File: src/rtl/vrased_reset_seq_if.sv
// Bundle between the VRASED monitor set / CPU core and the reset sequencer.
// The violation lines and pc are level signals sampled on every clk edge.
// There is no valid/ready pairing. A violation counts on any edge where
// |viol is high, and the sequencer never back-pressures the monitors.
interface vrased_reset_seq_if #(
  parameter int CNT_W = 8
);
  logic [5:0]       viol;
  logic [15:0]      pc;
  logic             cause_clr;
  logic             cpu_rst;
  logic [6:0]       viol_cause;
  logic [15:0]      viol_pc;
  logic [CNT_W-1:0] viol_count;
  logic             busy;
  logic [1:0]       state_dbg;

  // Monitors / CPU side: drives the violation lines and pc, consumes the reset.
  modport master (
    output viol, pc, cause_clr,
    input  cpu_rst, viol_cause, viol_pc, viol_count, busy, state_dbg
  );

  // Sequencer side.
  modport slave (
    input  viol, pc, cause_clr,
    output cpu_rst, viol_cause, viol_pc, viol_count, busy, state_dbg
  );
endinterface

File: src/rtl/vrased_reset_seq.sv
// VRASED reset sequencer.
// It turns any monitor violation into a fixed-width CPU reset pulse.
// It then checks that the CPU restarts at RESET_HANDLER.
// It records the cause, the pc and an event count for post-mortem readout.
module vrased_reset_seq #(
  parameter logic [15:0] RESET_HANDLER = 16'h0000,
  parameter int          HOLD_CYCLES   = 8,
  parameter int          FETCH_TIMEOUT = 16,
  parameter int          CNT_W         = 8
) (
  input  logic                 clk,
  input  logic                 reset,
  vrased_reset_seq_if.slave    bus
);

  localparam int HW = (HOLD_CYCLES   > 1) ? $clog2(HOLD_CYCLES)   : 1;
  localparam int FW = (FETCH_TIMEOUT > 1) ? $clog2(FETCH_TIMEOUT) : 1;
  localparam logic [HW-1:0] HOLD_LOAD  = HW'(HOLD_CYCLES - 1);
  localparam logic [FW-1:0] FETCH_LOAD = FW'(FETCH_TIMEOUT - 1);

  typedef enum logic [1:0] {
    IDLE       = 2'd0,
    ASSERT     = 2'd1,
    WAIT_FETCH = 2'd2
  } state_t;

  state_t           state_q, state_d;
  logic             cpu_rst_q, cpu_rst_d;
  logic             busy_q, busy_d;
  logic [6:0]       cause_q, cause_d;
  logic [15:0]      vpc_q, vpc_d;
  logic [CNT_W-1:0] count_q, count_d;
  logic [HW-1:0]    hold_q, hold_d;
  logic [FW-1:0]    fetch_q, fetch_d;

  // Sticky values as seen by this cycle's update.
  // In IDLE, cause_clr wipes the values before any new violation is applied.
  logic [6:0]       cause_base;
  logic [CNT_W-1:0] count_base;
  logic [CNT_W-1:0] count_inc;
  logic             any_viol;

  // Next-state, counter and sticky-record computation.
  always_comb begin
    state_d   = state_q;
    cpu_rst_d = cpu_rst_q;
    cause_d   = cause_q;
    vpc_d     = vpc_q;
    count_d   = count_q;
    hold_d    = hold_q;
    fetch_d   = fetch_q;

    any_viol   = |bus.viol;
    cause_base = cause_q;
    count_base = count_q;
    if (state_q == IDLE && bus.cause_clr) begin
      cause_base = '0;
      count_base = '0;
    end
    // The event counter saturates at all-ones and never wraps.
    count_inc = (count_base == {CNT_W{1'b1}}) ? count_base : count_base + 1'b1;

    unique case (state_q)
      IDLE: begin
        cause_d   = cause_base;
        count_d   = count_base;
        cpu_rst_d = 1'b0;
        if (any_viol) begin
          state_d   = ASSERT;
          cpu_rst_d = 1'b1;
          cause_d   = cause_base | {1'b0, bus.viol};
          vpc_d     = bus.pc;
          count_d   = count_inc;
          hold_d    = HOLD_LOAD;
        end
      end
      ASSERT: begin
        // Late violations only add cause bits; the window stays fixed.
        cause_d = cause_q | {1'b0, bus.viol};
        if (hold_q == '0) begin
          state_d   = WAIT_FETCH;
          cpu_rst_d = 1'b0;
          fetch_d   = FETCH_LOAD;
        end else begin
          hold_d = hold_q - 1'b1;
        end
      end
      WAIT_FETCH: begin
        cpu_rst_d = 1'b0;
        if (any_viol) begin
          state_d   = ASSERT;
          cpu_rst_d = 1'b1;
          cause_d   = cause_q | {1'b0, bus.viol};
          vpc_d     = bus.pc;
          count_d   = count_inc;
          hold_d    = HOLD_LOAD;
        end else if (bus.pc == RESET_HANDLER) begin
          state_d = IDLE;
        end else if (fetch_q == '0) begin
          // The CPU never reached the handler, so the event is re-issued
          // as a fetch-timeout violation.
          state_d   = ASSERT;
          cpu_rst_d = 1'b1;
          cause_d   = cause_q | 7'h40;
          vpc_d     = bus.pc;
          count_d   = count_inc;
          hold_d    = HOLD_LOAD;
        end else begin
          fetch_d = fetch_q - 1'b1;
        end
      end
      default: begin
        state_d   = IDLE;
        cpu_rst_d = 1'b0;
      end
    endcase

    busy_d = (state_d != IDLE);
  end

  // State and registered outputs; reset aborts any sequence back to IDLE.
  always_ff @(posedge clk) begin
    if (reset) begin
      state_q   <= IDLE;
      cpu_rst_q <= 1'b0;
      busy_q    <= 1'b0;
      cause_q   <= '0;
      vpc_q     <= '0;
      count_q   <= '0;
      hold_q    <= '0;
      fetch_q   <= '0;
    end else begin
      state_q   <= state_d;
      cpu_rst_q <= cpu_rst_d;
      busy_q    <= busy_d;
      cause_q   <= cause_d;
      vpc_q     <= vpc_d;
      count_q   <= count_d;
      hold_q    <= hold_d;
      fetch_q   <= fetch_d;
    end
  end

  assign bus.cpu_rst    = cpu_rst_q;
  assign bus.busy       = busy_q;
  assign bus.viol_cause = cause_q;
  assign bus.viol_pc    = vpc_q;
  assign bus.viol_count = count_q;
  assign bus.state_dbg  = state_q;

endmodule

File: src/flat_wrapper.sv
// flat-port wrapper written by rule: the top's interface ports become plain ports
module vrased_reset_seq_flat 
#(
  parameter logic [15:0] RESET_HANDLER = 16'h0000,
  parameter int          HOLD_CYCLES   = 8,
  parameter int          FETCH_TIMEOUT = 16,
  parameter int          CNT_W         = 8
)
  (clk, reset, bus_viol, bus_pc, bus_cause_clr, bus_cpu_rst, bus_viol_cause, bus_viol_pc, bus_viol_count, bus_busy, bus_state_dbg);
  vrased_reset_seq_if #(.CNT_W(CNT_W)) bus_i ();
  input  logic clk;
  input  logic reset;
  input wire logic [$bits(bus_i.viol)-1:0] bus_viol;
  input wire logic [$bits(bus_i.pc)-1:0] bus_pc;
  input wire logic [$bits(bus_i.cause_clr)-1:0] bus_cause_clr;
  output wire logic [$bits(bus_i.cpu_rst)-1:0] bus_cpu_rst;
  output wire logic [$bits(bus_i.viol_cause)-1:0] bus_viol_cause;
  output wire logic [$bits(bus_i.viol_pc)-1:0] bus_viol_pc;
  output wire logic [$bits(bus_i.viol_count)-1:0] bus_viol_count;
  output wire logic [$bits(bus_i.busy)-1:0] bus_busy;
  output wire logic [$bits(bus_i.state_dbg)-1:0] bus_state_dbg;
  assign bus_i.viol = bus_viol;
  assign bus_i.pc = bus_pc;
  assign bus_i.cause_clr = bus_cause_clr;
  assign bus_cpu_rst = bus_i.cpu_rst;
  assign bus_viol_cause = bus_i.viol_cause;
  assign bus_viol_pc = bus_i.viol_pc;
  assign bus_viol_count = bus_i.viol_count;
  assign bus_busy = bus_i.busy;
  assign bus_state_dbg = bus_i.state_dbg;
  vrased_reset_seq #(.RESET_HANDLER(RESET_HANDLER), .HOLD_CYCLES(HOLD_CYCLES), .FETCH_TIMEOUT(FETCH_TIMEOUT), .CNT_W(CNT_W)) u_core (.clk(clk), .reset(reset), .bus(bus_i));
endmodule
File: config.mk
export PLATFORM = sky130hd
export DESIGN_NAME = vrased_reset_seq_flat
export DESIGN_NICKNAME = d
export VERILOG_FILES = /design/src/rtl/vrased_reset_seq_if.sv /design/src/rtl/vrased_reset_seq.sv /design/src/flat_wrapper.sv
export SDC_FILE = /design/constraint.sdc
export NUM_CORES = 1
export LEC_CHECK = 0
export BUFFER_PORTS_ARGS = -buffer_cell sky130_fd_sc_hd__buf_2
export CORE_MARGIN = 1.5
export CORE_UTILIZATION = 44
export DETAILED_ROUTE_END_ITERATION = 10
export GPL_ROUTABILITY_DRIVEN = 0
export PLACE_DENSITY = 0.69
export SYNTH_ARGS = -nofsm -noshare
export SYNTH_HDL_FRONTEND = slang
export SYNTH_SLANG_ARGS = --single-unit
File: constraint.sdc
create_clock -name clk -period 4.2 [get_ports clk]
set_input_delay 0.63 -clock clk [delete_from_list [all_inputs] [get_ports clk]]
set_output_delay 0.63 -clock clk [all_outputs]
set_load 0.01 [all_outputs]
==> results.json <==
{
  "power_density_nw_per_um2": 599,
  "start_util_pct": 45.4,
  "drc_errors": 0,
  "finalMaxSlewViolations": 0,
  "dpl_cell_area_um2": 2470,
  "hold_viol": 0,
  "cts_root_buf": "clkbuf_8",
  "clk_latency_ns": 0.30,
  "synthDistinctLibCells": 54,
  "ys_ff_latch": 42,
  "die_w_um": 72.8,
  "fin_skew_ns": 0.00763,
  "avgSynthCellArea_um2": 8.94,
  "dr.pass1.iters": 4,
  "cap_violations": 0,
  "synth-edff-count": 0,
  "cp.required_ns": 4.36,
  "syn_nets": 273,
  "io_pins": 60,
  "antenna_left": 0,
  "grt_pass1_wl_mm": 7.89,
  "design_area_um2": 2560,
  "async_reset_ff_share_pct": 0,
  "antenna_found_initial": 0,
  "synthCells": 240,
  "fillers": 450,
  "final_common_cell": "buf_2",
  "num_vias": 1958,
  "clk_pin_slew_worst_paths_ns": 0.08,
  "max-vdd-ir-drop_mv": 0.320,
  "grt_usage_pct": 19.0,
  "die-area_um2": 5300,
  "cts-resized-gates": 0,
  "worst_pin_slew_ns": 0.693,
  "max-clock-path-buffers": 2,
  "min_path_type": "reg2reg",
  "p_leak_uw": 0.00112,
  "die_h_um": 72.8,
  "critPathKind": "reg2reg",
  "maxClockFrequency_mhz": 358,
  "port_buffers": 59,
  "synth-seq-area-share_pct": 39.2,
  "synthesis.area_um2": 2140,
  "crit_fanout": 12,
  "drt_iter0_drc": 189,
  "core_um2": 4720,
  "holdBufCountCts": 0,
  "clock_sinks": 42,
  "wire_per_inst_um": 13.1,
  "cts_tree": "yes",
  "status": "completed",
  "totalPowerFinal_uw": 1530,
  "numCtsBuffers": 5,
  "area_growth_pct": 19.4,
  "end_kind": "register",
  "period_share_pct": 66.5,
  "cts_setup_buffers": 0,
  "min_period_ns": 2.79,
  "nets": 329,
  "setup-tns-final_ns": 0,
  "place_hpwl_mm": 3.45,
  "routed_wl_mm": 4.78,
  "num_rows": 25,
  "layout_common_cells": "buf_2 (59), dfxtp_1 (42), nor2_1 (26)",
  "layout-drive-gt1-share_pct": 25.6,
  "n_antenna_cell": 0,
  "h-tree-depth": 2,
  "grt_pass1_vias": 1760,
  "grt_max_degree": 38,
  "via_per_inst": 5.38,
  "overflow": 0,
  "finalSetupViolCount": 0,
  "rsz0062_at_grt": "false",
  "slew_headroom_pct": 53.8,
  "crit_arrival_ns": 2.95,
  "synth_ff_type": "dfxtp_1",
  "ys_warn_count": 0,
  "critPathLaunchType": "register"
}
==> Yosys cell counts, types with 2 or more instances <==
master     n  share of area (%)
a211oi_1   6                2.1
a21o_1     3                1.1
a21oi_1   18                4.2
a21oi_2    2               0.82
a221oi_1   2               0.82
a22o_1     6                2.5
a31oi_1    5                1.5
a41o_1     2               0.93
and2_1     3               0.88
clkbuf_1   7                1.2
dfxtp_1   42                 39
ha_1       8                4.7
inv_1     13                2.3
mux2i_1   16                7.5
nand2_1   12                2.1
nand2b_1   6                1.8
nand3_1    6                1.4
nand4_1    2               0.58
nor2_1    26                4.6
nor3_1     6                1.4
nor4_1     4                1.2
o21ai_0    7                1.6
o22ai_1    2               0.58
o311ai_0   2               0.82
or3_1      4                1.2
or4_1      2               0.70
==> logic make-up (layout without fill, tap and decap cells) <==
| kind of cell | count (synthesis) | in the layout | synth area share (%) |
|---|---|---|---|
| compound gates | 67 | 67 | 22.1 |
| fa+ha+maj | 8 | 8 | 4.67 |
| mux | 16 | 16 | 7.47 |
| simple gates | 84 | 84 | 21.6 |
| flops | 42 | 42 | 39.2 |
| buf+inv | 23 | 80 | 4.96 |
==> layer usage <==
| metal | vias up | track usage [%] | part of all wire (%) |
|---|---|---|---|
| met5 | - | 0 | 0 |
| met4 | 0 | 7.55 | 0.61 |
| met3 | 2 | 5.52 | 6.5 |
| met2 | 67 | 29.4 | 44 |
| met1 | 890 | 25.0 | 49 |
| li1 | 999 | - | - |
==> registers in the layout, indices dropped and copies added (netlist names) <==
name	count
u_core.bus.busy	1
u_core.bus.cpu_rst	1
u_core.bus.state_dbg	2
u_core.bus.viol_cause	7
u_core.bus.viol_count	8
u_core.bus.viol_pc	16
u_core.fetch_q	4
u_core.hold_q	3
==> worst paths after layout <==
path | startpoint | to | slack, ns | depth (start not counted)
setup / recovery | u_core.bus.state_dbg[0]$_SDFF_PP0_ | u_core.bus.viol_count[6]$_SDFFE_PP0P_ | 1.41 | 10
hold / removal | u_core.fetch_q[3]$_SDFFE_PP0P_ | u_core.fetch_q[3]$_SDFFE_PP0P_ | 0.46 | 2
setup reg to reg | u_core.bus.state_dbg[0]$_SDFF_PP0_ | u_core.bus.viol_count[6]$_SDFFE_PP0P_ | 1.41 | 10
hold reg to reg | u_core.fetch_q[3]$_SDFFE_PP0P_ | u_core.fetch_q[3]$_SDFFE_PP0P_ | 0.46 | 2
==> critical path: stages, from the launching register on <==
cell and delay [ns]:
dfxtp_1 0.41, inv_1 0.08, ha_1 0.29, nand2_1 0.33, and2_1 0.19, ha_1 0.16, nand3_1 0.11, nand2b_1 0.21
or4b_2 0.65, a21oi_1 0.16, nor3_1 0.06
==> power by group <==
group          total, µW  leakage (µW)  internal [µW]  switching [µW]
clock                271     0.0000472            132             139
sequential           568      0.000347            506            62.7
combinational        696      0.000728            289             407
==> per-stage QoR <==
stage	utilization (%)	cells	hold WS (ns)	setup WS, ns
after floorplan	-	240	0.431	1.55
after global placement	52.2	356	0.447	1.45
after detailed placement	52.2	356	0.453	1.42
after CTS	54.2	364	0.467	1.41
after global routing	54.2	364	0.505	1.17
final	54.2	364	0.465	1.41
==> layout make-up <==
| cell class | instances | area, µm² | share of cell area, % |
|---|---|---|---|
| Tap cell | 67 | 83.8 | 3.27 |
| Clock inverter | 2 | 12.5 | 0.489 |
| Sequential cell | 42 | 841 | 32.8 |
| Multi-Input combinational cell | 175 | 1200 | 46.8 |
| Timing Repair Buffer | 59 | 295 | 11.5 |
| Inverter | 13 | 48.8 | 1.91 |
| Clock buffer | 6 | 82.6 | 3.22 |
Note: power is estimated with default switching activity, not from simulation.
